[config.mk]
export PLATFORM = sky130hd
export DESIGN_NAME = sys_cmd_master
export DESIGN_NICKNAME = d
export VERILOG_FILES = /design/src/rtl/sys_cmd_master.sv
export SDC_FILE = /design/constraint.sdc
export NUM_CORES = 1
export LEC_CHECK = 0
export CAP_MARGIN = 5
export CORE_ASPECT_RATIO = 1.5
export CORE_MARGIN = 3
export CORE_UTILIZATION = 53
export CTS_CLUSTER_SIZE = 14
export DETAILED_ROUTE_END_ITERATION = 7
export GPL_TIMING_DRIVEN = 1
export PLACE_DENSITY = 0.86
export SLEW_MARGIN = 20
export SYNTH_ARGS = -nofsm -noshare
export SYNTH_HDL_FRONTEND = slang
export SYNTH_SLANG_ARGS = --single-unit
[constraint.sdc]
create_clock -name i_Ref_clk -period 4.05 [get_ports i_Ref_clk]
set_input_delay 0.6075 -clock i_Ref_clk [delete_from_list [all_inputs] [get_ports i_Ref_clk]]
set_output_delay 0.6075 -clock i_Ref_clk [all_outputs]
set_load 0.03 [all_outputs]
[src/rtl/sys_cmd_master.sv]
// rtl/sys_cmd_master.sv - frames commands into a byte stream and assembles the byte response
// Optional response timeout: define SYS_CMD_TIMEOUT_EN.
module sys_cmd_master #(
  parameter int WIDTH_REG   = 8,
  parameter int ADDR        = 4,
  parameter int fun         = 4,
  parameter int TIMEOUT_CYC = 4096
) (
  input  logic                 i_Ref_clk,
  input  logic                 i_rst,
  input  logic                 i_cmd_vld,
  output logic                 o_cmd_rdy,
  input  logic [1:0]           i_cmd_type,
  input  logic [ADDR-1:0]      i_cmd_addr,
  input  logic [WIDTH_REG-1:0] i_cmd_data,
  input  logic [WIDTH_REG-1:0] i_cmd_opb,
  input  logic [fun-1:0]       i_cmd_fun,
  output logic [7:0]           o_tx_byte,
  output logic                 o_tx_vld,
  input  logic                 i_tx_rdy,
  input  logic [7:0]           i_rx_byte,
  input  logic                 i_rx_vld,
  output logic [15:0]          o_rsp_data,
  output logic                 o_rsp_vld,
  output logic                 o_rsp_err,
  output logic                 o_busy
);

  typedef enum logic [1:0] {S_IDLE, S_SEND, S_WAIT_RSP, S_DONE} state_t;

  state_t               r_state, w_next;
  logic [1:0]           r_type;
  logic [ADDR-1:0]      r_addr;
  logic [WIDTH_REG-1:0] r_data, r_opb;
  logic [fun-1:0]       r_fun;
  logic [2:0]           r_cnt;
  logic [15:0]          r_rx_buf, r_rsp_data;
  logic [2:0]           w_frame_len, w_rsp_len;
  logic [7:0]           w_frame_byte;
  logic                 w_tx_fire, w_tx_last, w_rx_fire, w_rx_last, w_to_expire;

  assign w_tx_fire  = (r_state == S_SEND) && i_tx_rdy;
  assign w_tx_last  = (r_cnt == w_frame_len - 3'd1);
  assign w_rx_fire  = (r_state == S_WAIT_RSP) && i_rx_vld;
  assign w_rx_last  = w_rx_fire && (r_cnt == w_rsp_len - 3'd1);
  assign w_rsp_len  = (r_type == 2'b01) ? 3'd1 : 3'd2;
  assign o_rsp_data = r_rsp_data;

  always_comb begin
    w_frame_len = 3'd2;
    case (r_type)
      2'b00:   w_frame_len = 3'd3;
      2'b10:   w_frame_len = 3'd4;
      default: w_frame_len = 3'd2;
    endcase
  end

  // r_cnt indexes the frame byte while sending and the response byte while waiting
  always_comb begin
    w_frame_byte = 8'h00;
    case (r_type)
      2'b00: case (r_cnt)
        3'd0:    w_frame_byte = 8'hAA;
        3'd1:    w_frame_byte = 8'(r_addr);
        default: w_frame_byte = 8'(r_data);
      endcase
      2'b01: case (r_cnt)
        3'd0:    w_frame_byte = 8'hBB;
        default: w_frame_byte = 8'(r_addr);
      endcase
      2'b10: case (r_cnt)
        3'd0:    w_frame_byte = 8'hCC;
        3'd1:    w_frame_byte = 8'(r_data);
        3'd2:    w_frame_byte = 8'(r_opb);
        default: w_frame_byte = 8'(r_fun);
      endcase
      default: case (r_cnt)
        3'd0:    w_frame_byte = 8'hDD;
        default: w_frame_byte = 8'(r_fun);
      endcase
    endcase
  end

`ifdef SYS_CMD_TIMEOUT_EN
  localparam int TO_W = (TIMEOUT_CYC > 2) ? $clog2(TIMEOUT_CYC) : 1;
  logic [TO_W-1:0] r_to_cnt;
  logic            r_err;

  // a byte arriving in the expiry cycle wins over the timeout
  assign w_to_expire = (r_state == S_WAIT_RSP) && !i_rx_vld &&
                       (r_to_cnt == TO_W'(TIMEOUT_CYC - 1));

  always_ff @(posedge i_Ref_clk) begin
    if (i_rst) begin
      r_to_cnt <= '0;
      r_err    <= 1'b0;
    end else begin
      if (r_state != S_WAIT_RSP || w_rx_fire) r_to_cnt <= '0;
      else                                     r_to_cnt <= r_to_cnt + 1'b1;
      if (w_to_expire)    r_err <= 1'b1;
      else if (w_rx_last) r_err <= 1'b0;
    end
  end
`else
  assign w_to_expire = 1'b0;
`endif

  always_ff @(posedge i_Ref_clk) begin
    if (i_rst) r_state <= S_IDLE;
    else       r_state <= w_next;
  end

  always_comb begin
    w_next = r_state;
    case (r_state)
      S_IDLE:     if (i_cmd_vld) w_next = S_SEND;
      S_SEND:     if (w_tx_fire && w_tx_last) w_next = (r_type == 2'b00) ? S_IDLE : S_WAIT_RSP;
      S_WAIT_RSP: if (w_rx_last || w_to_expire) w_next = S_DONE;
      default:    w_next = S_IDLE;
    endcase
  end

  always_ff @(posedge i_Ref_clk) begin
    if (i_rst) begin
      r_cnt      <= 3'd0;
      r_type     <= 2'b00;
      r_addr     <= '0;
      r_data     <= '0;
      r_opb      <= '0;
      r_fun      <= '0;
      r_rx_buf   <= 16'h0000;
      r_rsp_data <= 16'h0000;
    end else begin
      case (r_state)
        S_IDLE: begin
          r_cnt <= 3'd0;
          if (i_cmd_vld) begin
            r_type   <= i_cmd_type;
            r_addr   <= i_cmd_addr;
            r_data   <= i_cmd_data;
            r_opb    <= i_cmd_opb;
            r_fun    <= i_cmd_fun;
            r_rx_buf <= 16'h0000;
          end
        end
        S_SEND: if (w_tx_fire) r_cnt <= w_tx_last ? 3'd0 : r_cnt + 3'd1;
        S_WAIT_RSP: begin
          if (w_rx_fire) begin
            r_cnt <= r_cnt + 3'd1;
            if (r_cnt == 3'd0) r_rx_buf[7:0]  <= i_rx_byte;
            else               r_rx_buf[15:8] <= i_rx_byte;
            if (w_rx_last)
              r_rsp_data <= (r_cnt == 3'd0) ? {8'h00, i_rx_byte} : {i_rx_byte, r_rx_buf[7:0]};
          end else if (w_to_expire) begin
            r_rsp_data <= r_rx_buf;
          end
        end
        default: r_cnt <= 3'd0;
      endcase
    end
  end

  always_comb begin
    o_cmd_rdy = 1'b0;
    o_busy    = 1'b1;
    o_tx_vld  = 1'b0;
    o_tx_byte = 8'h00;
    o_rsp_vld = 1'b0;
    o_rsp_err = 1'b0;
    case (r_state)
      S_IDLE: begin
        o_cmd_rdy = 1'b1;
        o_busy    = 1'b0;
      end
      S_SEND: begin
        o_tx_vld  = 1'b1;
        o_tx_byte = w_frame_byte;
      end
      S_DONE: begin
        o_rsp_vld = 1'b1;
`ifdef SYS_CMD_TIMEOUT_EN
        o_rsp_err = r_err;
`endif
      end
      default: ;
    endcase
  end

endmodule

==> out/qor_table.md, run 1 <==
| Parameter | This run |
|:---|:---|
| Nets | 462 |
| Number of cells upsized or downsized after cts | 0 |
| Share of final-layout standard cells stronger than drive strength 1 | 3.85% |
| Register-to-register path setup slack | 1.21 ns |
| Commonest non-fill, non-tap cells in the layout | 89 x nand2_1, 65 x clkdlybuf4s50_1, 55 x dfxtp_1, 54 x a21oi_1, 19 x nand3_1 |
| TritonCTS sink count | 55 |
| Type of element launching the critical path | flop |
| First-pass GRT wire length | 11.6 mm |
| Standard cell core area | 4930 um2 |
| Count of hold-fix buffers inserted at cts | 0 |
| Run status | completed |
| Post-synth top flop | dfxtp_1 |
| Cell types occupying the most area after synthesis | dfxtp_1 40%, nand2_1 12%, a21oi_1 9.8% |
| Synthesized instance count | 368 |
| Area share of the largest cell type after synthesis | 39.9% |
| Uppermost layer routed | met4 |
| M1 wire length | 2.90 mm |
| Drt drc | 0 |
| CTS root buf | clkbuf_8 |
| Minimum clock period | 3.74 ns |
| Share of synthesized registers carrying an async set or reset | 0% |
| Worst clock skew | 0.0107 ns |
| Clock latency at the later pin of the worst-skew pair | 0.32 ns |
| Number of endpoints failing setup at the final stage | 0 |
| Total negative slack for setup checks | 0 ns |
| Overall routed net length | 6.89 mm |
| Clk buf depth | 2 |
| Hold Crit Start | o_rsp_data[11]$_SDFFE_PP0P_ |
| Pin count of the biggest net entering global routing | 56 |
| Reg-to-reg critical path startpoint | r_cnt[0]$_SDFFE_PP0P_ |
| H-tree levels | 2 |
| Reported max-cap violation count | 0 |
| Cell Rows | 31 |
| Delay of the slowest cell on the worst path | 0.73 ns |
| Unrepaired setup endpoints after global routing | false |
| Nature of the critical path endpoint | primary output |
| Die span in x | 65.0 um |
| Standby leakage power | 0.00123 uW |
| Final period utilization | 92.3% |
| Count of filler cells inserted in the layout | 435 |
| Iteration count of the initial detailed-routing pass | 4 |
| Layout Area Growth over Synthesis | 26.7% |
| Library cell with the largest summed area after synthesis | dfxtp_1 |
| Grt ovf | 0 |
| Most common cell after layout, fill and taps aside | nand2_1 |
| Clock buffers created by TritonCTS | 5 |
| Detail Route met3 WL | 406 um |
| Final antenna-violating net count | 0 |
| Slowest CP cell | clkdlybuf4s50_1 |
| Routed WL per cell | 14.3 um |
| Via density per instance | 5.61 |
| Weighted congestion reported at the end of routability-driven placement | 0.910 |
| Initial core utilization | 56.1% |
| I/O Buffers | 66 |
| Die Y | 94.4 um |
| Initial antenna violation count | 0 |
| Seq. cell area | 1100 um2 |
| Worst-Margin Slew | 1.01 ns |
| Mean area per synthesized cell | 7.51 um2 |
| Ordered list of cells on the worst path | inv_1 -> ha_1 -> nor2b_1 -> nor3_1 -> o22ai_1 -> a21oi_1 -> a211oi_1 -> clkdlybuf4s50_1 |
| Clock slew seen by the registers of the worst setup and hold paths | 0.10 ns |
| Critical path arrival | 3.13 ns |
| Post-synthesis cell type count | 50 |
| Category of the most critical setup path | reg -> out |
| Nets in the synthesized netlist | 415 |
| Worst ir drop on vdd | 0.000289 V |
| Seq cells post-synth | 55 |
| Power per unit of standard cell area | 426 nW/um2 |
| Share of synthesized area occupied by flip-flops and latches | 39.9% |
| Post-CTS setup buffers | 0 |
| Final hold slack | 0.457 ns |
| Crit path from | r_cnt[0]$_SDFFE_PP0P_ |
| First DRT Iteration DRCs | 182 |
| Routed wire length on met2 | 3.46 mm |
| Die footprint | 6130 um2 |
| Clock tree from TritonCTS | done |
| Highest achievable clock rate | 268 MHz |
| Top cell family by delay on the critical path | buffers and inverters |
| Worst relative slew slack | 32.6% |
| Multi-input combinational cell area | 1480 um2 |
| Yosys warning count | 0 |
| Post-synthesis cell area | 2760 um2 |
| Number of global-route vias before repair | 2570 |
| DPL Wire Length | 4.88 mm |
| Count of inserted antenna diode cells | 0 |
| Ports placed on the boundary | 68 |
| Tot GR Track Use | 23.7% |
| Count of flip-flops with a built-in enable after synthesis | 0 |
| Required time at the endpoint of the critical path | 3.44 ns |
| Number of buffers and inverters on the critical path | 2 |
| Total vias in the final route | 2703 |
| Largest driver fanout on the critical path | 10 |
| Total count of max-transition violations in the final report | 0 |
| Final hold viol count | 0 |
| Class of the worst hold path | reg -> reg |
-- cells by family after synthesis --
family / after synthesis / synth area share [%]
AO/OA/AOI/OAI: 104 / 23.6
XOR/XNOR: 2 / 0.634
adder cells (fa/ha/maj): 8 / 3.62
buffers and inverters: 42 / 6.66
flip-flops: 55 / 39.9
multiplexers: 2 / 0.770
other: 1 / 0.136
AND/OR/NAND/NOR: 154 / 24.7
-- metrics by stage --
| stage | util (%) | setup slack (ns) | power [uW] | std cells | area, um2 |
|---|---|---|---|---|---|
| 2_1_floorplan | - | 1.24 | 967 | 368 | 2760 |
| 3_3_place_gp | 68.7 | 0.760 | 1130 | 474 | 3380 |
| 3_5_place_dp | 68.7 | 0.702 | 1130 | 474 | 3380 |
| 4_1_cts | 71.1 | 0.347 | 1510 | 482 | 3500 |
| 5_1_grt | 71.1 | 0.106 | 1570 | 482 | 3500 |
| 6_report | 71.1 | 0.313 | 1490 | 482 | 3500 |
-- path summary, 6_finish.rpt --
path	to	cells past startpoint
min reg2reg	o_rsp_data[11]$_SDFFE_PP0P_	2
max	o_tx_byte[0]	8
min	o_rsp_data[11]$_SDFFE_PP0P_	2
max reg2reg	r_rx_buf[2]$_SDFFE_PP0P_	7
-- report_power, final --
group,leakage [uW],internal (uW),total (uW),switching (uW)
clock,0.0000587,188,371,184
combinational,0.000723,194,496,302
sequential,0.000447,583,624,41.3
-- area by class of cell --
class	count	share of cell area, %
sequential	55	31.5
clock buffer	5	1.97
multi-input combinational	271	42.2
inverter	14	1.50
timing repair buffer	68	19.2
clock inverter	3	1.36
tap	66	2.36
-- flip-flops by register name, indices dropped and copies added, names as in the netlist --
name and count:
r_cnt 3, r_addr 4, r_type 2, r_data 8, o_rsp_data 16, r_rx_buf 8
r_opb 8, r_fun 4, r_state 2
-- cells in the mapped netlist, types with 2 or more instances --
library cell	number
o22ai_1	7
clkbuf_1	20
nor3_1	3
o21ai_0	9
dfxtp_1	55
a22oi_1	5
a311oi_1	8
buf_6	2
nand2b_1	11
or3_1	2
nand3_1	19
inv_1	14
buf_2	3
a22o_1	2
nor2b_1	5
and2_1	3
buf_4	2
a21oi_1	54
ha_1	8
nor2_1	17
nand2_1	89
o21a_1	2
-- tightest hold or removal path: cells and delay by family (launching register included) --
family,cells,cell delay (ns)
flops,1,0.32
simple gates,1,0.05
compound gates,1,0.05
-- metal layers --
layer	track usage, %	vias to the layer above
li1	-	1358
met1	29.4	1242
met2	40.3	90
met3	5.00	13
met4	8.11	0
met5	0	-
Note: power is estimated with default switching activity, not from simulation.
==> inputs of run 2 (changes only) <==
Settings changed: CORE_UTILIZATION 53 to 35, PLACE_DENSITY 0.86 to 0.61.
==> run 2 against run 1 <==
Clock power grew 22%. Fmax increased by 1.0%. Register-to-register slack gained 0.30 ns. Utilization decreased by 24 points. Critical path depth shrank 1. Via count decreased by 2.5%. Routed wire length grew 3.2%. Clock skew decreased by 0.0073 ns. Global-route usage down 7.9 points. Final cell count is 7.5% higher. Clock-buffer cell count is 2 higher. Largest cell class unchanged.
==> out/qor_table.md, run 2 (same netlist as run 1, synthesis figures left out) <==
| Parameter | This run |
|:---|:---|
| Worst Reg-to-Reg Cells | 8 |
| Worst-case hold path end point | o_rsp_data[14]$_SDFFE_PP0P_ |
| Routed WL per cell | 13.7 um |
| Nets | 462 |
| Nature of the critical path endpoint | primary output |
| Number of global-route vias before repair | 2343 |
| Reg-to-reg critical path startpoint | r_cnt[0]$_SDFFE_PP0P_ |
| Initial core utilization | 36.1% |
| Class of the worst hold path | reg -> reg |
| End of the worst register-to-register path | r_rx_buf[6]$_SDFFE_PP0P_ |
| Via density per instance | 5.09 |
| Type of element launching the critical path | flop |
| Die footprint | 9020 um2 |
| Clock buffers created by TritonCTS | 5 |
| I/O Buffers | 66 |
| Standby leakage power | 0.00125 uW |
| CTS root buf | clkbuf_16 |
| Final period utilization | 91.3% |
| Standard cell core area | 7660 um2 |
| Worst relative slew slack | 33.8% |
| Iteration count of the initial detailed-routing pass | 4 |
| Final antenna-violating net count | 0 |
| Overall routed net length | 7.10 mm |
| Pin count of the biggest net entering global routing | 56 |
| Post-CTS setup buffers | 0 |
| Hold Crit Start | o_rsp_data[14]$_SDFFE_PP0P_ |
| Final Non-Filler Cells | 518 |
| H-tree levels | 2 |
| Register-to-register path setup slack | 1.51 ns |
| Clk buf depth | 2 |
| DPL Wire Length | 5.10 mm |
| Category of the most critical setup path | reg -> out |
| Cell Rows | 39 |
| Slowest CP cell | clkdlybuf4s50_1 |
| Die span in x | 78.5 um |
| Number of cells on the worst hold path | 2 |
| Minimum clock period | 3.70 ns |
| Clock tree from TritonCTS | done |
| Number of cells upsized or downsized after cts | 0 |
| Ordered list of cells on the worst path | ha_1 -> nor2b_1 -> nor2_1 -> mux2_2 -> o21ai_1 -> a221oi_1 -> clkdlybuf4s50_1 |
| Most common cell after layout, fill and taps aside | nand2_1 |
| Share of final-layout standard cells stronger than drive strength 1 | 3.85% |
| Total negative slack for setup checks | 0 ns |
| Ports placed on the boundary | 68 |
| Clock slew seen by the registers of the worst setup and hold paths | 0.07 ns |
| First-pass GRT wire length | 11.3 mm |
| Count of hold-fix buffers inserted at cts | 0 |
| Commonest non-fill, non-tap cells in the layout | 89 x nand2_1, 65 x clkdlybuf4s50_1, 55 x dfxtp_1, 54 x a21oi_1, 19 x nand3_1 |
| Layout Area Growth over Synthesis | 29.9% |
| TritonCTS sink count | 55 |
| Delay of the slowest cell on the worst path | 0.74 ns |
| Total count of max-transition violations in the final report | 0 |
| Largest driver fanout on the critical path | 11 |
| First DRT Iteration DRCs | 105 |
| Final hold viol count | 0 |
| Largest register FFs | 16 |
| Grt ovf | 0 |
| Initial antenna violation count | 0 |
| Critical path arrival | 3.09 ns |
| Highest achievable clock rate | 270 MHz |
| Weighted congestion reported at the end of routability-driven placement | 0.863 |
| Worst ir drop on vdd | 0.000268 V |
| DP Cell Count | 510 |
| Worst path setup slack after routing | 0.352 ns |
| Clock latency at the later pin of the worst-skew pair | 0.29 ns |
| Required time at the endpoint of the critical path | 3.44 ns |
| Worst-Margin Slew | 0.993 ns |
| Post-place setup slack | 0.685 ns |
| Unrepaired setup endpoints after global routing | false |
| Worst clock skew | 0.00346 ns |
| Drt drc | 0 |
| Count of inserted antenna diode cells | 0 |
| Reported max-cap violation count | 0 |
| Die Y | 115 um |
| Design Area, Final | 3590 um2 |
| Number of endpoints failing setup at the final stage | 0 |
| Power per unit of standard cell area | 439 nW/um2 |
| Tot GR Track Use | 15.7% |
| Run status | completed |
| Total vias in the final route | 2636 |
| Instance area at placement | 3430 um2 |
-- run 2: cell count changes in the layout (fill, tap and decap cells not counted), sizes merged --
cell,previous run,this run
bufinv,1,0
clkbuf,5,7
clkinv,1,0
clkinvlp,0,1
inv,15,14
-- run 2: report_power, final --
part           internal [uW]  switching, uW  total, uW
sequential               583           40.7        623
clock                    263            190        453
combinational            194            305        500
-- run 2: metal layers --
metal | GRT usage [%] | part of all wire, % | vias up
met4 | 5.95 | 1.7 | 0
met2 | 28.1 | 52 | 81
met5 | 0 | 0 | -
li1 | - | - | 1357
met3 | 2.51 | 4.5 | 11
met1 | 18.8 | 42 | 1187
-- run 2: how the worst max path moves through the flow --
stage	start	end	slack [ns]	depth (start not counted)
3_3_place_gp	r_cnt[0]$_SDFFE_PP0P_	o_tx_byte[1]	0.75	7
6_report	r_cnt[0]$_SDFFE_PP0P_	o_tx_byte[3]	0.35	7
3_5_place_dp	r_cnt[0]$_SDFFE_PP0P_	o_tx_byte[3]	0.69	7
2_1_floorplan	r_cnt[0]$_SDFFE_PP0P_	o_tx_byte[0]	1.24	8
5_1_grt	r_cnt[0]$_SDFFE_PP0P_	o_tx_byte[1]	0.05	7
4_1_cts	r_cnt[0]$_SDFFE_PP0P_	o_tx_byte[3]	0.34	7
-- run 2: layout make-up --
type,count,area (um2)
Clock buffer,7,153
Clock inverter,1,7.51
Fill cell,781,4070
Inverter,14,52.6
Multi-Input combinational cell,271,1480
Sequential cell,55,1100
Tap cell,102,128
Timing Repair Buffer,68,671
-- run 2: through the flow --
stage / util (%) / total power (uW) / hold slack (ns)
after global routing: 46.9 / 1670 / 0.474
final: 46.9 / 1580 / 0.449
after floorplan: - / 967 / 0.434
after global placement: 44.8 / 1140 / 0.437
after CTS: 46.9 / 1600 / 0.452
after detailed placement: 44.8 / 1140 / 0.442
-- run 2: critical path, delay by kind of cell (launching register included) --
family	cells	cell delay, ns
AND/OR/NAND/NOR	2	0.51
AO/OA/AOI/OAI	2	0.36
buffers and inverters	1	0.74
multiplexers	1	0.26
flip-flops	1	0.50
adder cells (fa/ha/maj)	1	0.45
==> inputs of run 3 (changes only) <==
Settings changed: CORE_UTILIZATION 35 to 53, PLACE_DENSITY 0.61 to 0.86, REMOVE_ABC_BUFFERS set to 1.
==> run 3 against run 2 <==
First-iteration DRC count increased by 44%. Fmax fell by 2.5%. Non-clock buffer count unchanged. Critical path type unchanged.
==> out/qor_table.md, run 3 (same netlist as run 1, synthesis figures left out) <==
| Parameter | This run |
|:---|:---|
| Clock slew seen by the registers of the worst setup and hold paths | 0.10 ns |
| Layout Area Growth over Synthesis | 25.9% |
| Util after Layout | 70.6% |
| Die footprint | 6130 um2 |
| Ports placed on the boundary | 68 |
| Count of hold-fix buffers inserted at cts | 0 |
| Type of element launching the critical path | flop |
| End of the worst register-to-register path | r_rx_buf[0]$_SDFFE_PP0P_ |
| Highest achievable clock rate | 264 MHz |
| Worst-Margin Slew | 1.04 ns |
| I/O Buffers | 66 |
| Routed wire length on met2 | 3.97 mm |
| Total negative slack for setup checks | 0 ns |
| Ordered list of cells on the worst path | ha_1 -> nor2b_1 -> nor2_1 -> mux2_2 -> o21ai_1 -> a221oi_1 -> clkdlybuf4s50_1 |
| Critical path arrival | 3.18 ns |
| Unrepaired setup endpoints after global routing | false |
| Reg-to-reg critical path startpoint | r_cnt[0]$_SDFFE_PP0P_ |
| DP Cell Count | 474 |
| Share of final-layout standard cells stronger than drive strength 1 | 3.85% |
| Standard cell core area | 4930 um2 |
| Power per unit of standard cell area | 414 nW/um2 |
| Register-to-register path setup slack | 1.22 ns |
| Post-CTS setup buffers | 0 |
| Worst-case hold path end point | o_rsp_data[8]$_SDFFE_PP0P_ |
| Worst ir drop on vdd | 0.000295 V |
| Initial core utilization | 56.1% |
| H-tree levels | 2 |
| Final Non-Filler Cells | 482 |
| Number of cells on the worst hold path | 2 |
| Final antenna-violating net count | 0 |
| Delay of the slowest cell on the worst path | 0.75 ns |
| Slowest CP cell | clkdlybuf4s50_1 |
| Number of cells upsized or downsized after cts | 0 |
| Total vias in the final route | 2735 |
| Largest driver fanout on the critical path | 11 |
| Class of the worst hold path | reg -> reg |
| Routed WL per cell | 15.0 um |
| Most common cell after layout, fill and taps aside | nand2_1 |
| Worst Reg-to-Reg Cells | 8 |
| Hold Crit Start | o_rsp_data[8]$_SDFFE_PP0P_ |
| Count of filler cells inserted in the layout | 446 |
| Worst clock skew | 0.0102 ns |
| Drt drc | 0 |
| Clock buffers created by TritonCTS | 5 |
| Count of inserted antenna diode cells | 0 |
| Instance area at placement | 3380 um2 |
| Worst relative slew slack | 30.4% |
| M1 wire length | 2.75 mm |
| Standby leakage power | 0.00121 uW |
| Power consumption | 1440 uW |
| Clock latency at the later pin of the worst-skew pair | 0.31 ns |
| Required time at the endpoint of the critical path | 3.44 ns |
| Via density per instance | 5.67 |
| First DRT Iteration DRCs | 151 |
| Run status | completed |
| Total count of max-transition violations in the final report | 0 |
| Reported max-cap violation count | 0 |
| Weighted congestion reported at the end of routability-driven placement | 0.916 |
| Design Area, Final | 3480 um2 |
| TritonCTS sink count | 55 |
| Grt ovf | 0 |
| Final period utilization | 93.6% |
| Cell Rows | 31 |
| Overall routed net length | 7.21 mm |
| CTS root buf | clkbuf_8 |
| Minimum clock period | 3.79 ns |
| Clock tree from TritonCTS | done |
| Pin count of the biggest net entering global routing | 56 |
| Nature of the critical path endpoint | primary output |
| Number of global-route vias before repair | 2546 |
| Initial antenna violation count | 0 |
| Final hold viol count | 0 |
| Die Y | 94.4 um |
| Die span in x | 65.0 um |
| Clk buf depth | 2 |
| Nets | 462 |
| Commonest non-fill, non-tap cells in the layout | 89 x nand2_1, 65 x clkdlybuf4s50_1, 55 x dfxtp_1, 54 x a21oi_1, 19 x nand3_1 |
| Iteration count of the initial detailed-routing pass | 5 |
| Number of endpoints failing setup at the final stage | 0 |
| First-pass GRT wire length | 11.6 mm |
| Uppermost layer routed | met4 |
| Category of the most critical setup path | reg -> out |
| Largest register FFs | 16 |
| Detail Route met3 WL | 373 um |
| DPL Wire Length | 5.18 mm |
| Tot GR Track Use | 23.9% |
run 3: changes by cell type in the layout (fill, tap and decap cells not counted), sizes merged:
cell    delta
clkbuf     -2
clkinv     +2
run 3: per-stage QoR:
| stage | setup slack [ns] | hold WS (ns) |
|---|---|---|
| detailed placement | 0.665 | 0.445 |
| global route | 0.0728 | 0.484 |
| finish | 0.258 | 0.456 |
| floorplan | 1.14 | 0.428 |
| global placement | 0.767 | 0.437 |
| CTS | 0.286 | 0.459 |
run 3: layout make-up:
cell class	instances	area (um2)	area share, %
multi-input cells	271	1480	42.5
clock inverters	3	25.0	0.719
well taps	66	82.6	2.37
clock buffers	5	68.8	1.98
repair buffers	68	671	19.3
inverters	14	52.6	1.51
flip-flops and latches	55	1100	31.7
run 3: how the worst max path moves through the flow:
stage	from	endpoint	slack (ns)	cells past startpoint
after floorplan	r_cnt[0]$_SDFFE_PP0P_	o_tx_byte[0]	1.14	7
after global placement	r_cnt[0]$_SDFFE_PP0P_	o_tx_byte[3]	0.77	7
after detailed placement	r_cnt[0]$_SDFFE_PP0P_	o_tx_byte[3]	0.66	7
after CTS	r_cnt[0]$_SDFFE_PP0P_	o_tx_byte[3]	0.29	7
after global routing	r_cnt[0]$_SDFFE_PP0P_	o_tx_byte[3]	0.07	7
final	r_cnt[0]$_SDFFE_PP0P_	o_tx_byte[3]	0.26	7
run 3: metal layers:
layer / track usage [%] / up-vias
met5: 0 / -
met4: 8.29 / 0
met3: 3.69 / 10
met2: 45.6 / 98
met1: 26.1 / 1268
li1: - / 1359
run 3: report_power, final:
group / leakage [uW] / internal [uW] / switching, uW
clock: 0.0000443 / 124 / 185
combinational: 0.000723 / 194 / 311
sequential: 0.000447 / 583 / 41.8
total: 0.00121 / 901 / 538
run 3: critical path, delay by kind of cell (launching register included):
kind,cells,cell delay [ns]
AO/OA/AOI/OAI,2,0.39
AND/OR/NAND/NOR,2,0.51
multiplexers,1,0.26
buffers and inverters,1,0.75
adder cells (fa/ha/maj),1,0.46
flip-flops,1,0.49
